File: config.mk
export PLATFORM = sky130hd
export DESIGN_NAME = case_state_arbiter
export DESIGN_NICKNAME = d
export VERILOG_FILES = /design/src/rtl/case_state_arbiter.sv
export SDC_FILE = /design/constraint.sdc
export NUM_CORES = 1
export LEC_CHECK = 0
export ABC_AREA = 1
export CORE_ASPECT_RATIO = 0.7
export CORE_MARGIN = 10
export CORE_UTILIZATION = 54
export CTS_BUF_LIST = sky130_fd_sc_hd__clkbuf_2
export CTS_CLUSTER_DIAMETER = 150
export DETAILED_ROUTE_END_ITERATION = 8
export MAX_ROUTING_LAYER = met4
export PLACE_DENSITY = 0.75
export SYNTH_ARGS = -nofsm -noshare
export SYNTH_HDL_FRONTEND = slang
export SYNTH_SLANG_ARGS = --single-unit
File: constraint.sdc
create_clock -name clk -period 2 [get_ports clk]
set_clock_uncertainty 0.1 [all_clocks]
set_input_delay 0.6 -clock clk [delete_from_list [all_inputs] [get_ports clk]]
set_output_delay 0.6 -clock clk [all_outputs]
set_load 0.01 [all_outputs]
File: src/rtl/case_state_arbiter.sv
// rtl/case_state_arbiter.sv - four-state grant scheduler sharing one resource among NREQ requesters
module case_state_arbiter #(
    parameter int NREQ       = 4,
    parameter int MAX_HOLD   = 8,
    parameter int GAP_CYCLES = 1
) (
    input  logic            clk,
    input  logic            reset_n,
    input  logic [NREQ-1:0] req,
    input  logic [NREQ-1:0] rel,
    input  logic            prio_mode,
    output logic [NREQ-1:0] grant,
    output logic [2:0]      grant_id,
    output logic            busy,
    output logic            timeout
);

    localparam int               IDX_W     = (NREQ > 1) ? $clog2(NREQ) : 1;
    localparam logic [7:0]       HOLD_LAST = 8'(MAX_HOLD - 1);
    localparam logic [3:0]       GAP_LAST  = (GAP_CYCLES > 0) ? 4'(GAP_CYCLES - 1) : 4'd0;
    localparam bit               HAS_GAP   = (GAP_CYCLES > 0);
    localparam logic [IDX_W-1:0] LAST_IDX  = IDX_W'(NREQ - 1);

    typedef enum logic [1:0] {
        IDLE = 2'd0,
        ARB  = 2'd1,
        HOLD = 2'd2,
        GAP  = 2'd3
    } state_t;

    state_t           state;
    logic [7:0]       hold_cnt;
    logic [3:0]       gap_cnt;
    logic [IDX_W-1:0] rr_ptr;
    logic [IDX_W-1:0] owner;
    logic [IDX_W-1:0] winner;
    logic [IDX_W-1:0] next_ptr;
    logic             mode_q;
    logic             own_rel;
    logic             own_req;
    logic             tenure_end;

    // Round-robin scans upward from ptr, wrapping; fixed priority takes the lowest index.
    function automatic logic [IDX_W-1:0] pick(input logic [NREQ-1:0] r,
                                              input logic [IDX_W-1:0] ptr,
                                              input logic             fixed);
        logic             found;
        logic [IDX_W-1:0] w;
        found = 1'b0;
        w     = '0;
        if (fixed) begin
            for (int i = 0; i < NREQ; i++) begin
                if (!found && r[i]) begin
                    found = 1'b1;
                    w     = IDX_W'(i);
                end
            end
        end else begin
            for (int i = 0; i < NREQ; i++) begin
                if (!found && r[i] && (i >= int'(ptr))) begin
                    found = 1'b1;
                    w     = IDX_W'(i);
                end
            end
            for (int i = 0; i < NREQ; i++) begin
                if (!found && r[i] && (i < int'(ptr))) begin
                    found = 1'b1;
                    w     = IDX_W'(i);
                end
            end
        end
        return w;
    endfunction

    always_comb begin
        winner     = pick(req, rr_ptr, mode_q);
        own_rel    = rel[owner];
        own_req    = req[owner];
        tenure_end = own_rel || !own_req || (hold_cnt == HOLD_LAST);
        next_ptr   = (owner == LAST_IDX) ? '0 : owner + 1'b1;
    end

    always_ff @(posedge clk) begin
        if (!reset_n) begin
            state    <= IDLE;
            grant    <= '0;
            grant_id <= '0;
            busy     <= 1'b0;
            timeout  <= 1'b0;
            hold_cnt <= '0;
            gap_cnt  <= '0;
            rr_ptr   <= '0;
            owner    <= '0;
            mode_q   <= 1'b0;
        end else begin
            timeout <= 1'b0;
            unique case (state)
                IDLE: begin
                    grant  <= '0;
                    mode_q <= prio_mode;
                    if (|req) begin
                        state <= ARB;
                        busy  <= 1'b1;
                    end else begin
                        busy <= 1'b0;
                    end
                end
                ARB: begin
                    grant <= '0;
                    if (|req) begin
                        grant[winner] <= 1'b1;
                        grant_id      <= 3'(winner);
                        owner         <= winner;
                        hold_cnt      <= '0;
                        state         <= HOLD;
                        busy          <= 1'b1;
                    end else begin
                        state <= IDLE;
                        busy  <= 1'b0;
                    end
                end
                HOLD: begin
                    if (tenure_end) begin
                        grant   <= '0;
                        rr_ptr  <= next_ptr;
                        gap_cnt <= '0;
                        // A release or dropped request in the limit cycle is not a timeout.
                        timeout <= !own_rel && own_req;
                        if (HAS_GAP) begin
                            state <= GAP;
                            busy  <= 1'b1;
                        end else begin
                            state <= IDLE;
                            busy  <= 1'b0;
                        end
                    end else begin
                        hold_cnt <= hold_cnt + 1'b1;
                    end
                end
                GAP: begin
                    grant <= '0;
                    if (gap_cnt == GAP_LAST) begin
                        gap_cnt <= '0;
                        state   <= IDLE;
                        busy    <= 1'b0;
                    end else begin
                        gap_cnt <= gap_cnt + 1'b1;
                    end
                end
            endcase
        end
    end

endmodule

* Word level (Yosys, flattened, before mapping) *
Index checks and enable logic that the tools add are counted.

cells by class
  add/subtract/negate cells = 3
  multipliers = 0
  divide/modulo/power cells = 0
  magnitude comparators = 9
  equality and inequality tests = 10
  shift-type cells = 0
  muxes and demuxes = 52
  bitwise logic cells = 0
  reductions and logical operators = 44

operators with widths
  kind                                                                           count
  1-bit 2-to-1 mux                                                               26
  2-bit 2-to-1 mux                                                               13
  1-bit logical AND                                                              17
  8-bit 2-to-1 mux                                                               2
  8-bit case mux with 2 select lines                                             1
  4-bit 2-to-1 mux                                                               3
  4-bit case mux with 3 select lines                                             1
  1-bit logical NOT                                                              11
  2-bit != test (second input constant)                                          5
  3-bit AND reduction                                                            3
  8-bit by 1-bit adder with 8-bit output (second input constant)                 1
  8-bit by 3-bit equality test with 1-bit output (second input constant)         1
  2-bit case mux with 4 select lines                                             1
  4-bit case mux with 2 select lines                                             1
  2-bit AND reduction                                                            4
  2-bit equality test (second input constant)                                    3
  2-bit by 3-bit less-than comparator with 1-bit output (second input constant)  2
  4-bit by 1-bit adder with 4-bit output (second input constant)                 1
  1-bit binary-select mux with 2-bit select                                      2
  1-bit by 2-bit >= comparator with 1-bit output (first input constant)          2
  4-bit logical NOT                                                              1
  1-bit by 2-bit less-than comparator with 1-bit output (first input constant)   2
  2-bit nonzero test                                                             2
  2-bit OR reduction                                                             2
  10 further kinds                                                               11

word-level totals
  register bits = 25
  latch bits = 0
  bits in writable memories = 0
  ROM bits = 0
  output and inout bits = 9
  memories = 0

* Logic depth before layout (Yosys ltp) *
Gate-level depths: netlist of run 1.

  depth in word-level cells = 39
  mapped depth = 10
  gate-level depth less buffers = 10

* Least setup slack after synthesis of run 1 *
Ideal clock, no wire load.

  kind = input port to flip-flop
  from = in rel[3]
  to = reg hold_cnt[0]
  library setup time = 116 ps
  arrival = 1391 ps
  required time = 1784 ps
  setup slack = 393 ps
  cell stages on the path = 8
  path buffers = 1
  cell sequence = nand3b_1 -> nand3_1 -> nand2_2 -> nor2_4 -> nand2_4 -> buf_12 -> a21oi_2 -> nor2_1

between the ends
  word-level cells in the longest chain between the ends = 6

RTL lines
  item                                       RTL line  source
  start: declaration                         10        input logic [NREQ-1:0] rel,
  1-bit binary-select mux with 2-bit select  77        own_rel = rel[owner];
  1-bit 2-to-1 mux (implied by the code)     77
  1-bit logical OR (2 in a row)              79        tenure_end = own_rel || !own_req || (hold_cnt == HOLD_LAST);
  2-bit != test (no source line)             n/a
  3-bit AND reduction (no source line)       n/a
  end signal: assignment                     137       hold_cnt <= hold_cnt + 1'b1;
  end: declaration                           32        logic [7:0] hold_cnt;

Every way passes these cells. The select of a mux whose other input is x is not followed.
A chain may end at the register's enable or synchronous reset.

* Worst setup path after layout of run 1 *
  from = in req[2]
  to = reg hold_cnt[3]

between the ends
  word-level cells in the longest chain between the ends = 7
  elaborated cells on any way between the ends = 9
  those cells by class = eq/ne: 2; mux: 2; reduce/logical: 5

RTL lines
  item                                       RTL line  source
  start: declaration                         9         input logic [NREQ-1:0] req,
  1-bit binary-select mux with 2-bit select  78        own_req = req[owner];
  1-bit 2-to-1 mux (implied by the code)     78
  1-bit logical NOT                          79
  1-bit logical OR (2 in a row)              79
  2-bit != test (no source line)             n/a
  3-bit AND reduction (no source line) *     n/a

Mark *: on every way between the ends. The rest lies on a longest branch, timed or not. The select of a mux whose other input is x is not followed.

==> results.ini, run 1 <==
[status]
status = complete, no violations

[clock_network]
cts_max_level = 1
numCtsBuffers = 3
insertion_delay_ns = 0.34
root_buffer = clkbuf_2
cts_tree = built
cts.sink_count = 25
clockBufferDepth = 2
path_clk_slew_ns = 0.20

[global_routing]
grt.total_usage = 0.1352
grt_overflow = 0
antenna_found_initial = 0
grt_pass1_wl_um = 6196
grt_start_max_net_pins = 15
grt_pass1_vias = 1366

[yosys]
synth_area_leader_cell = dfxtp_1
yosysTopAreaCellShare = 0.3244
synth-seq-cells = 25
synth-main-ff-cell = dfxtp_1
synthArstFlopShare = 0
synth_edf_count = 0
synth_area_mm2 = 0.001543
synth_cell_type_count = 30
yosysSeqAreaShare = 0.3244
syn_area_per_cell_um2 = 7.209
synth_area_leaders = dfxtp_1 (32%), nand2_1 (9.5%), nand3_1 (6.8%)
synth_warnings = 0
syn-instance-count = 214
synth.net_count = 229

[critical_path]
r2r_slack_ns = 0.34
worstSetupStartpoint = req[2]
cp_max_fo = 14
worstSetupPathType = primary input to flip-flop
path_common_cell = nand2_2
cp_slowest_cell = clkdlybuf4s50_1
slowest_delay_ns = 0.55
r2r_cells = 8
crit_family = simple AND/OR/NAND/NOR gates
cp_num_buf_inv = 1
worstSetupStartpointType = primary input
arrival_ns = 2.07
rr_endpoint = hold_cnt[3]
endpoint_kind = flip-flop
reg2reg_from = hold_cnt[1]
crit_chain = clkdlybuf4s50_1 -> nand3b_1 -> nand3_1 -> nand2_2 -> nor2_4 -> nand2_4 -> nand2_2 -> nand2_1 -> a21oi_2
critical_path_required_ns = 2.19

[finish]
fin_nets = 262
fin_util = 0.6812
num-fill-cells = 242
layout_commonest_cell = nand2_1
multi_input_area_um2 = 897.1
area_delta_synth_final_pct = 21.98
antenna_cells = 0
seq_area_um2 = 509.2
layout-drive-gt1-share = 0.2358
layout_common_cells = nand2_1 (39), nor2_1 (26), inv_1 (23)
finalInstanceArea_mm2 = 0.001882

[route]
drtIter0Drc = 136
totalWireLength_um = 3469
wl_per_cell_um = 12.30
dr.pass1.iters = 4
viasPerCell = 5.085
drc = 0
ant_nets = 0
dr_total_vias = 1434

[placement]
postPlaceCellArea_mm2 = 0.001829
post-dp-hpwl_um = 2808
io_buffers = 18
place_congestion = 0.8256
dp_slack_ns = -0.2417

[min_path]
whs_path_depth = 2
hp-class = flip-flop to flip-flop
hold_start = grant[3]
hold_path_end = grant[3]

[job]
cap_violations = 0

[die]
placementRows = 16
core_area_mm2 = 0.002763
die_h_um = 64.72
pin_count = 20
die_w_um = 83.89
die_area_mm2 = 0.005429
floorplan.initialDensity = 0.5584

[pwr]
p_leak_nw = 0.9140
combPwrFrac = 0.265
p_sw_frac = 0.3165
intPower_uw = 689.9
power.share.sequential = 0.539
p_sw_uw = 319.5
p_total_mw = 1.009
clockPowerShare = 0.196
peakVddDrop_mv = 0.4736
power_density_mw_per_mm2 = 536.4

[sta]
setup_viol = 0
finalMaxSlewViolations = 0
fmax_mhz = 531.4
holdWs_ns = 0.3620
fin_ws_ns = 0.1182
timing.final.crit_share = 0.9409
hold_viol_final = 0
layout_min_cycle_time_ns = 1.882
grt_setup_unrepaired = false

## layer usage
| layer | wire, um | up-vias | track usage |
|---|---|---|---|
| met5 | 0 | - | - |
| met4 | 23 | 0 | 0.02083 |
| met3 | 162 | 4 | 0.03995 |
| met2 | 1495 | 24 | 0.2023 |
| met1 | 1788 | 652 | 0.1786 |
| li1 | - | 754 | - |
## kinds of logic (layout without fill, tap and decap cells)
| kind of cell | count (synthesis) | after routing | synth area share |
|---|---|---|---|
| simple gates | 114 | 114 | 0.3779 |
| buf+inv | 32 | 64 | 0.09407 |
| compound gates | 31 | 31 | 0.1290 |
| flops | 25 | 25 | 0.3244 |
| xor+xnor | 7 | 7 | 0.03974 |
| fa+ha+maj | 4 | 4 | 0.03244 |
| other cells | 1 | 1 | 0.002431 |
## timing repair
item,4_1_cts,5_1_grt
setup buffers,0,1
setup endpoints to repair,3,7
resized for setup,4,11
hold buffers,0,0
## final cells by class
| cell class | instances | share of cell area |
|---|---|---|
| Sequential cell | 25 | 0.2706 |
| Timing Repair Buffer | 33 | 0.1642 |
| Tap cell | 36 | 0.02394 |
| Clock buffer | 4 | 0.01064 |
| Inverter | 27 | 0.05386 |
| Multi-Input combinational cell | 157 | 0.4767 |
## power by group through the flow
stage	sequential, mW	clock [mW]	combinational [mW]
after detailed placement	0.553	0	0.266
after floorplan	0.556	0	0.161
final	0.544	0.197	0.268
after global placement	0.551	0	0.260
after global routing	0.549	0.229	0.299
after CTS	0.545	0.205	0.266
## worst max-delay path by stage
| stage | end | cells past startpoint | slack (ns) |
|---|---|---|---|
| 2_1_floorplan | hold_cnt[0] | 8 | 0.39 |
| 3_3_place_gp | hold_cnt[3] | 9 | -0.20 |
| 3_5_place_dp | hold_cnt[7] | 9 | -0.24 |
| 4_1_cts | busy | 1 | 0.002 |
| 5_1_grt | hold_cnt[2] | 9 | 0.04 |
| 6_report | hold_cnt[3] | 9 | 0.12 |
## cells in the mapped netlist (all sizes together) (4+ instances only)
cell and n:
nand2 44, nor2 30, nand3 29, inv 27, dfxtp 25, a21oi 22, nand3b 5, o21ai 5
buf 4, ha 4, xor2 4
## per-stage QoR
stage / cells / TNS [ns]
after floorplan: 214 / 0
after global placement: 277 / -2.652
after detailed placement: 277 / -3.238
after CTS: 281 / 0
after global routing: 282 / 0
final: 282 / 0
## sequential cells by signal, indices dropped and copies added, names as in the netlist, named ones only
| name | count |
|---|---|
| hold_cnt | 8 |
| gap_cnt | 4 |
| rr_ptr | 2 |
| grant | 4 |
| mode_q | 1 |
| state | 1 |
| timeout | 1 |
| grant_id | 2 |
| busy | 1 |
## worst register-to-register path: cells and delay by family, from the launching register on
family                   cells  cell delay, ns
AO/OA/AOI/OAI                1            0.05
adder cells (fa/ha/maj)      1            0.25
flip-flops                   1            0.40
AND/OR/NAND/NOR              6            0.79
(Power assumes the default switching activity.)
==> run 2: changes to the inputs <==
--- a/config.mk
+++ b/config.mk
@@ -14,6 +14,7 @@
 export DETAILED_ROUTE_END_ITERATION = 8
 export MAX_ROUTING_LAYER = met4
 export PLACE_DENSITY = 0.75
+export SLEW_MARGIN = 10
 export SYNTH_ARGS = -nofsm -noshare
 export SYNTH_HDL_FRONTEND = slang
 export SYNTH_SLANG_ARGS = --single-unit
==> results of run 2 <==
No change in the layout: final DEF, timing and power equal those of run 1.
